--- config.mk ---
export PLATFORM = sky130hd
export DESIGN_NAME = score_accum
export DESIGN_NICKNAME = d
export VERILOG_FILES = /design/src/rtl/score_accum.sv
export SDC_FILE = /design/constraint.sdc
export NUM_CORES = 1
export LEC_CHECK = 0
export BUFFER_PORTS_ARGS = -buffer_cell sky130_fd_sc_hd__buf_2
export CAP_MARGIN = 40
export CORE_MARGIN = 4
export CORE_UTILIZATION = 45
export CTS_BUF_LIST = sky130_fd_sc_hd__clkbuf_8 sky130_fd_sc_hd__clkbuf_16
export CTS_CLUSTER_DIAMETER = 60
export DETAILED_ROUTE_END_ITERATION = 12
export GPL_TIMING_DRIVEN = 0
export PLACE_DENSITY = 0.69
export SLEW_MARGIN = 15
export SYNTH_ARGS = -nofsm -noshare
export SYNTH_HDL_FRONTEND = slang
export SYNTH_SLANG_ARGS = --single-unit
export TNS_END_PERCENT = 20
--- constraint.sdc ---
create_clock -name slow_clock -period 3.63 [get_ports slow_clock]
set_clock_uncertainty 0.15 [all_clocks]
set_input_delay 0.363 -clock slow_clock [delete_from_list [all_inputs] [get_ports slow_clock]]
set_output_delay 0.363 -clock slow_clock [all_outputs]
set_load 0.005 [all_outputs]
--- src/rtl/score_accum.sv ---
// score_accum -- per-hand modular card-score accumulator with a round FSM.
//
// The FSM states are IDLE, ACCUM and DONE. A start pulse clears every hand
// and opens a round. Cards go in through a valid/ready handshake. A close
// pulse ends the round, and the results hold until the next start.
//
// Optional feature: define SCORE_ACCUM_WINNER_EN to build the winner/tie
// comparator. When it is undefined, winner and tie are tied to 0.
//
// Parameters
//   NUM_HANDS  number of hands (2..8), hand 0 = player, 1 = dealer
//   MAX_CARDS  cards accepted per hand per round (1..15)
//   modulus    score modulus parameter MOD (10..16)
// Ports
//   slow_clock   clock; all state changes on the rising edge
//   resetb       asynchronous active-low reset
//   start        pulse: clear all hands, enter ACCUM (wins over close)
//   close        pulse: end round (ACCUM only)
//   card_valid   card_hand/card_value are valid
//   card_ready   card can be accepted this cycle (combinational)
//   card_hand    target hand index
//   card_value   raw code: 1 ace, 2..9 pips, 10..13 ten/face, others unused
//   totals       per-hand score, hand i at [4i+3:4i]
//   counts       per-hand accepted-card count, same packing
//   result_valid high in DONE
//   err          sticky: a card was taken for a nonexistent hand
//   winner       lowest index holding the maximum total
//   tie          maximum total is shared

module score_hand #(
  parameter int MAX_CARDS = 3,
  parameter int MOD       = 10
) (
  input  logic       gclk,
  input  logic       grst_n,
  input  logic       clr,
  input  logic       inc,
  input  logic [3:0] weight,
  output logic [3:0] total,
  output logic [3:0] count,
  output logic [3:0] nxt,
  output logic       full
);
  logic [4:0] sum;
  logic [3:0] wrapped;

  // total < MOD and weight <= 9 < MOD, so a single subtract always lands in range
  always_comb begin
    sum     = {1'b0, total} + {1'b0, weight};
    wrapped = (sum >= 5'(MOD)) ? 4'(sum - 5'(MOD)) : sum[3:0];
    nxt     = clr ? 4'd0 : (inc ? wrapped : total);
  end

  assign full = (count >= 4'(MAX_CARDS));

  always_ff @(posedge gclk or negedge grst_n) begin
    if (!grst_n) begin
      total <= '0;
      count <= '0;
    end else begin
      total <= nxt;
      if (clr)      count <= '0;
      else if (inc) count <= count + 4'd1;
    end
  end
endmodule

module score_accum #(
  parameter int NUM_HANDS = 2,
  parameter int MAX_CARDS = 3,
  parameter int MOD       = 10
) (
  input  logic                   slow_clock,
  input  logic                   resetb,
  input  logic                   start,
  input  logic                   close,
  input  logic                   card_valid,
  output logic                   card_ready,
  input  logic [2:0]             card_hand,
  input  logic [3:0]             card_value,
  output logic [4*NUM_HANDS-1:0] totals,
  output logic [4*NUM_HANDS-1:0] counts,
  output logic                   result_valid,
  output logic                   err,
  output logic [2:0]             winner,
  output logic                   tie
);
  typedef enum logic [1:0] {IDLE, ACCUM, DONE} state_t;
  state_t st, st_nxt;

  logic [NUM_HANDS-1:0][3:0] tot_a, cnt_a;
  logic [NUM_HANDS-1:0]      full_a, inc_a;
  logic [7:0]                full_ext;
  logic                      legal, xfer;
  logic [3:0]                weight;

  always_ff @(posedge slow_clock or negedge resetb) begin
    if (!resetb) st <= IDLE;
    else         st <= st_nxt;
  end

  always_comb begin
    st_nxt = st;
    if (start)                     st_nxt = ACCUM;
    else if (st == ACCUM && close) st_nxt = DONE;
  end

  // Pad the full flags to 8 entries so that any 3-bit hand index can be
  // looked up. Out-of-range hands are never full, so their cards are
  // accepted and flagged as errors.
  always_comb begin
    full_ext                = '0;
    full_ext[NUM_HANDS-1:0] = full_a;
  end

  assign legal      = ({1'b0, card_hand} < 4'(NUM_HANDS));
  assign card_ready = (st == ACCUM) && !start && (!legal || !full_ext[card_hand]);
  assign xfer       = card_valid && card_ready;
  assign weight     = (card_value >= 4'd1 && card_value <= 4'd9) ? card_value : 4'd0;

`ifdef SCORE_ACCUM_WINNER_EN
  logic [NUM_HANDS-1:0][3:0] nxt_a;
`endif

  for (genvar h = 0; h < NUM_HANDS; h++) begin : g_hand
    assign inc_a[h] = xfer && legal && (card_hand == 3'(h));
    score_hand #(.MAX_CARDS(MAX_CARDS), .MOD(MOD)) u_hand (
      .gclk   (slow_clock),
      .grst_n (resetb),
      .clr    (start),
      .inc    (inc_a[h]),
      .weight (weight),
      .total  (tot_a[h]),
      .count  (cnt_a[h]),
`ifdef SCORE_ACCUM_WINNER_EN
      .nxt    (nxt_a[h]),
`else
      .nxt    (),
`endif
      .full   (full_a[h])
    );
  end

  assign totals       = tot_a;
  assign counts       = cnt_a;
  assign result_valid = (st == DONE);

  always_ff @(posedge slow_clock or negedge resetb) begin
    if (!resetb)                 err <= 1'b0;
    else if (start)              err <= 1'b0;
    else if (xfer && !legal)     err <= 1'b1;
  end

`ifdef SCORE_ACCUM_WINNER_EN
  logic [3:0] best;
  logic [2:0] widx;
  logic       wtie;

  // Rank the post-edge totals so that a card taken in the same cycle as
  // close is part of the result. A strict '>' keeps the lowest index on ties.
  always_comb begin
    best = nxt_a[0];
    widx = 3'd0;
    wtie = 1'b0;
    for (int i = 1; i < NUM_HANDS; i++) begin
      if (nxt_a[i] > best) begin
        best = nxt_a[i];
        widx = 3'(i);
        wtie = 1'b0;
      end else if (nxt_a[i] == best) begin
        wtie = 1'b1;
      end
    end
  end

  always_ff @(posedge slow_clock or negedge resetb) begin
    if (!resetb) begin
      winner <= '0;
      tie    <= 1'b0;
    end else if (start) begin
      winner <= '0;
      tie    <= 1'b0;
    end else if (st == ACCUM && close) begin
      winner <= widx;
      tie    <= wtie;
    end
  end
`else
  assign winner = '0;
  assign tie    = 1'b0;
`endif
endmodule

==> results_dict.tcl <==
set metrics [dict create \
    run_status "complete, no violations" \
    detailroute.via_count 1244 \
    fin_setup_tns_ns 0 \
    leakagePower_nw 0.919 \
    grt_pass1_wl_mm 5.35 \
    timing.final.crit_period_ns 3.10 \
    firstDrtPassIters 4 \
    routed.top_layer "met4" \
    power-per-cell-area_nw_per_um2 253 \
    number_of_synthesized_register_bits 19 \
    grtUsageTotal_pct 15.3 \
    dominant_cell_by_count_in_the_synthesized_netlist "dfrtp_1" \
    synth_area_leaders "dfrtp_1 (32%), ha_1 (10%), nand3b_1 (5.6%)" \
    routedWlPerCell_um 13.1 \
    drt_drc_violations_left 0 \
    maxSlewHeadroom_pct 67.4 \
    initial_utilization_pct 47.7 \
    wirelength_mm 3.03 \
    report.final.setup_viol 0 \
    grt_overflow 0 \
    cp_data_arrival_time_ns 3.12 \
    grt_pass1_vias 1236 \
    yosysWarningCount 0 \
    htreeDepth 1 \
    synthFlopType "dfrtp_1" \
    synthArstFlopShare_pct 100 \
    synth-edff-count 0 \
    grt_start_max_net_pins 20 \
    route.detailed.vias_per_inst 5.36 \
    clockBufferDepth 2 \
    peakVddDrop_mv 0.207 \
    post_route_cells_drive_above_1_share_pct 27.1 \
    register_area_um2 475 \
    wl_met3_um 146 \
    met2WireLength_mm 1.42 \
    synthesis.instances 150 \
    drv_cap 0 \
    worst_hold_path_type "input pin to flip-flop" \
    ios 35 \
    floorplan.rows 20 \
    post-cts-setup-buffers 0 \
    antenna_found_initial 0 \
    clock.fmax_ghz 0.323 \
    portBuffers 30 \
    fp.dieArea_um2 4270 \
    path_clk_slew_ns 0.07 \
    nNetsFinal 213 \
    utilization_pct 56.5 \
    fillerInstances 306 \
    clock_tree_from_tritoncts "built" \
    rsz0062_at_grt "no" \
    synthesis.area_um2 1480 \
    critPathLaunchType "input pin" \
    worst_setup_path_end_kind "flip-flop" \
    multi_input_area_um2 930 \
    met1_length_mm 1.45 \
    num_antenna_cells 0 \
    clkLatencyLatePin_ns 0.25 \
    clk_root_buffer_cell "clkbuf_8" \
    detail-route-antenna-nets 0 \
    synthTopCellsByCount "dfrtp_1 (19), ha_1 (12), nand3b_1 (11)" \
    synthDominantAreaCellType "dfrtp_1" \
    post-dp-hpwl_mm 2.48 \
    synth.avg_cell_area_um2 9.87 \
    die_x_um 65.4 \
    post-route-period-util_pct 85.3 \
    critical_path_class "input pin to flip-flop" \
    cp.required_ns 3.66 \
    final_max_slew_violation_count 0 \
    gp_congestion 0.773 \
    synth.top_cell.area_share_pct 32.1 \
    coreArea_um2 3100 \
    flow.area_growth_from_synthesis_pct 18.3 \
    max_slew.worst_pin.slew_ns 0.483 \
    cts_made_buffers 3 \
    die_h_um 65.4 \
    report.final.hold_viol_count 0 \
    netlist-cell-type-count 55 \
    initialDrtViolationCount 44 \
    critical_path_peak_fanout 5 \
    seq_area_frac_synth_pct 32.1 \
    clock_sink_count 19 \
]
[metal layers]
| layer | track usage (%) | up-vias |
|---|---|---|
| li1 | - | 617 |
| met1 | 21.4 | 596 |
| met2 | 25.9 | 29 |
| met3 | 1.88 | 2 |
| met4 | 2.33 | 0 |
| met5 | 0 | - |
[report_power, final]
part	leakage (nW)	internal [mW]	switching, mW
registers	0.260	0.216	0.00402
logic	0.633	0.0413	0.0466
clock network	0.0269	0.0748	0.0609
[sequential cells by signal (all words and copies together) (netlist names)]
signal / count
st: 2
g_hand.u_hand.count: 8
g_hand.u_hand.total: 8
err: 1
[placed cells by master, fill, tap and decap left out, types with 2 or more instances in the layout]
cell and n:
nand3b_1 11, a21o_1 4, a21oi_1 5, buf_4 4, dfrtp_1 19, nand4b_1 3
xor2_1 9, nor2_1 7, nor2b_1 5, o21ai_2 2, a31oi_1 3, buf_2 30
ha_1 12, xnor2_1 2, clkbuf_8 3, mux2i_1 2, o21ai_1 3, nand2_1 3
and2b_1 2, conb_1 4, nor3_1 3, clkbuf_1 5, o21ai_0 5, inv_1 8
[final timing paths]
check	from	endpoint	slack (ns)	cells past startpoint
max	card_value[1]	g_hand[0].u_hand.total[2]$_DFFE_PN0P_	0.53	15
min	close	st[1]$_DFFE_PN0P_	0.23	3
min reg2reg	err$_DFFE_PN0P_	err$_DFFE_PN0P_	0.37	2
max reg2reg	g_hand[0].u_hand.total[1]$_DFFE_PN0P_	g_hand[0].u_hand.total[2]$_DFFE_PN0P_	0.59	12
max in group asynchronous	resetb	g_hand[0].u_hand.count[0]$_DFFE_PN0P_	2.62	2
min in group asynchronous	resetb	err$_DFFE_PN0P_	0.42	2
[logic make-up (layout without fill, tap and decap cells)]
| kind of cell | Yosys count | after routing | synth area share (%) |
|---|---|---|---|
| mux | 3 | 3 | 2.37 |
| flops | 19 | 19 | 32.1 |
| fa+ha+maj | 13 | 13 | 10.9 |
| buf+inv | 17 | 52 | 5.83 |
| simple gates | 51 | 51 | 23.8 |
| xor+xnor | 12 | 12 | 7.61 |
| other cells | 1 | 4 | 0.253 |
| compound gates | 34 | 34 | 17.2 |
[critical path: stages]
cell	delay, ns
buf_2	0.14
o21ai_0	0.07
and2_1	0.18
ha_1	0.23
ha_1	0.19
a21o_1	0.19
xnor2_2	0.19
ha_1	0.29
a21o_1	0.11
a21oi_1	0.04
o31ai_1	0.32
o311a_1	0.26
and2_4	0.16
mux2_4	0.30
o21ai_2	0.10
[cell type report]
cell class / count / area share (%)
buffer: 10 / 3.43
clock inverter: 1 / 0.214
tap: 44 / 3.14
timing repair buffer: 31 / 9.14
inverter: 7 / 1.50
multi-input combinational: 117 / 53.1
clock buffer: 3 / 2.36
sequential: 19 / 27.1
[repair_timing]
| action | CTS | global route |
|---|---|---|
| resized for setup | 0 | 0 |
| setup endpoints to repair | 0 | 0 |
| endpoints found under the hold margin | 19 | 0 |
| hold buffers | 1 | 0 |
[through the flow]
stage                     setup WS [ns]  hold slack, ns  cell area, um2  std cells  power (mW)
final                             0.532           0.230            1750        232       0.443
after global routing              0.329           0.258            1750        232       0.472
after CTS                         0.533           0.228            1750        232       0.451
after detailed placement          0.298           0.172            1700        227       0.311
after global placement            0.389           0.168            1700        227       0.308
after floorplan                   0.718         -0.0826            1490        153       0.284
(Power assumes the default switching activity.)
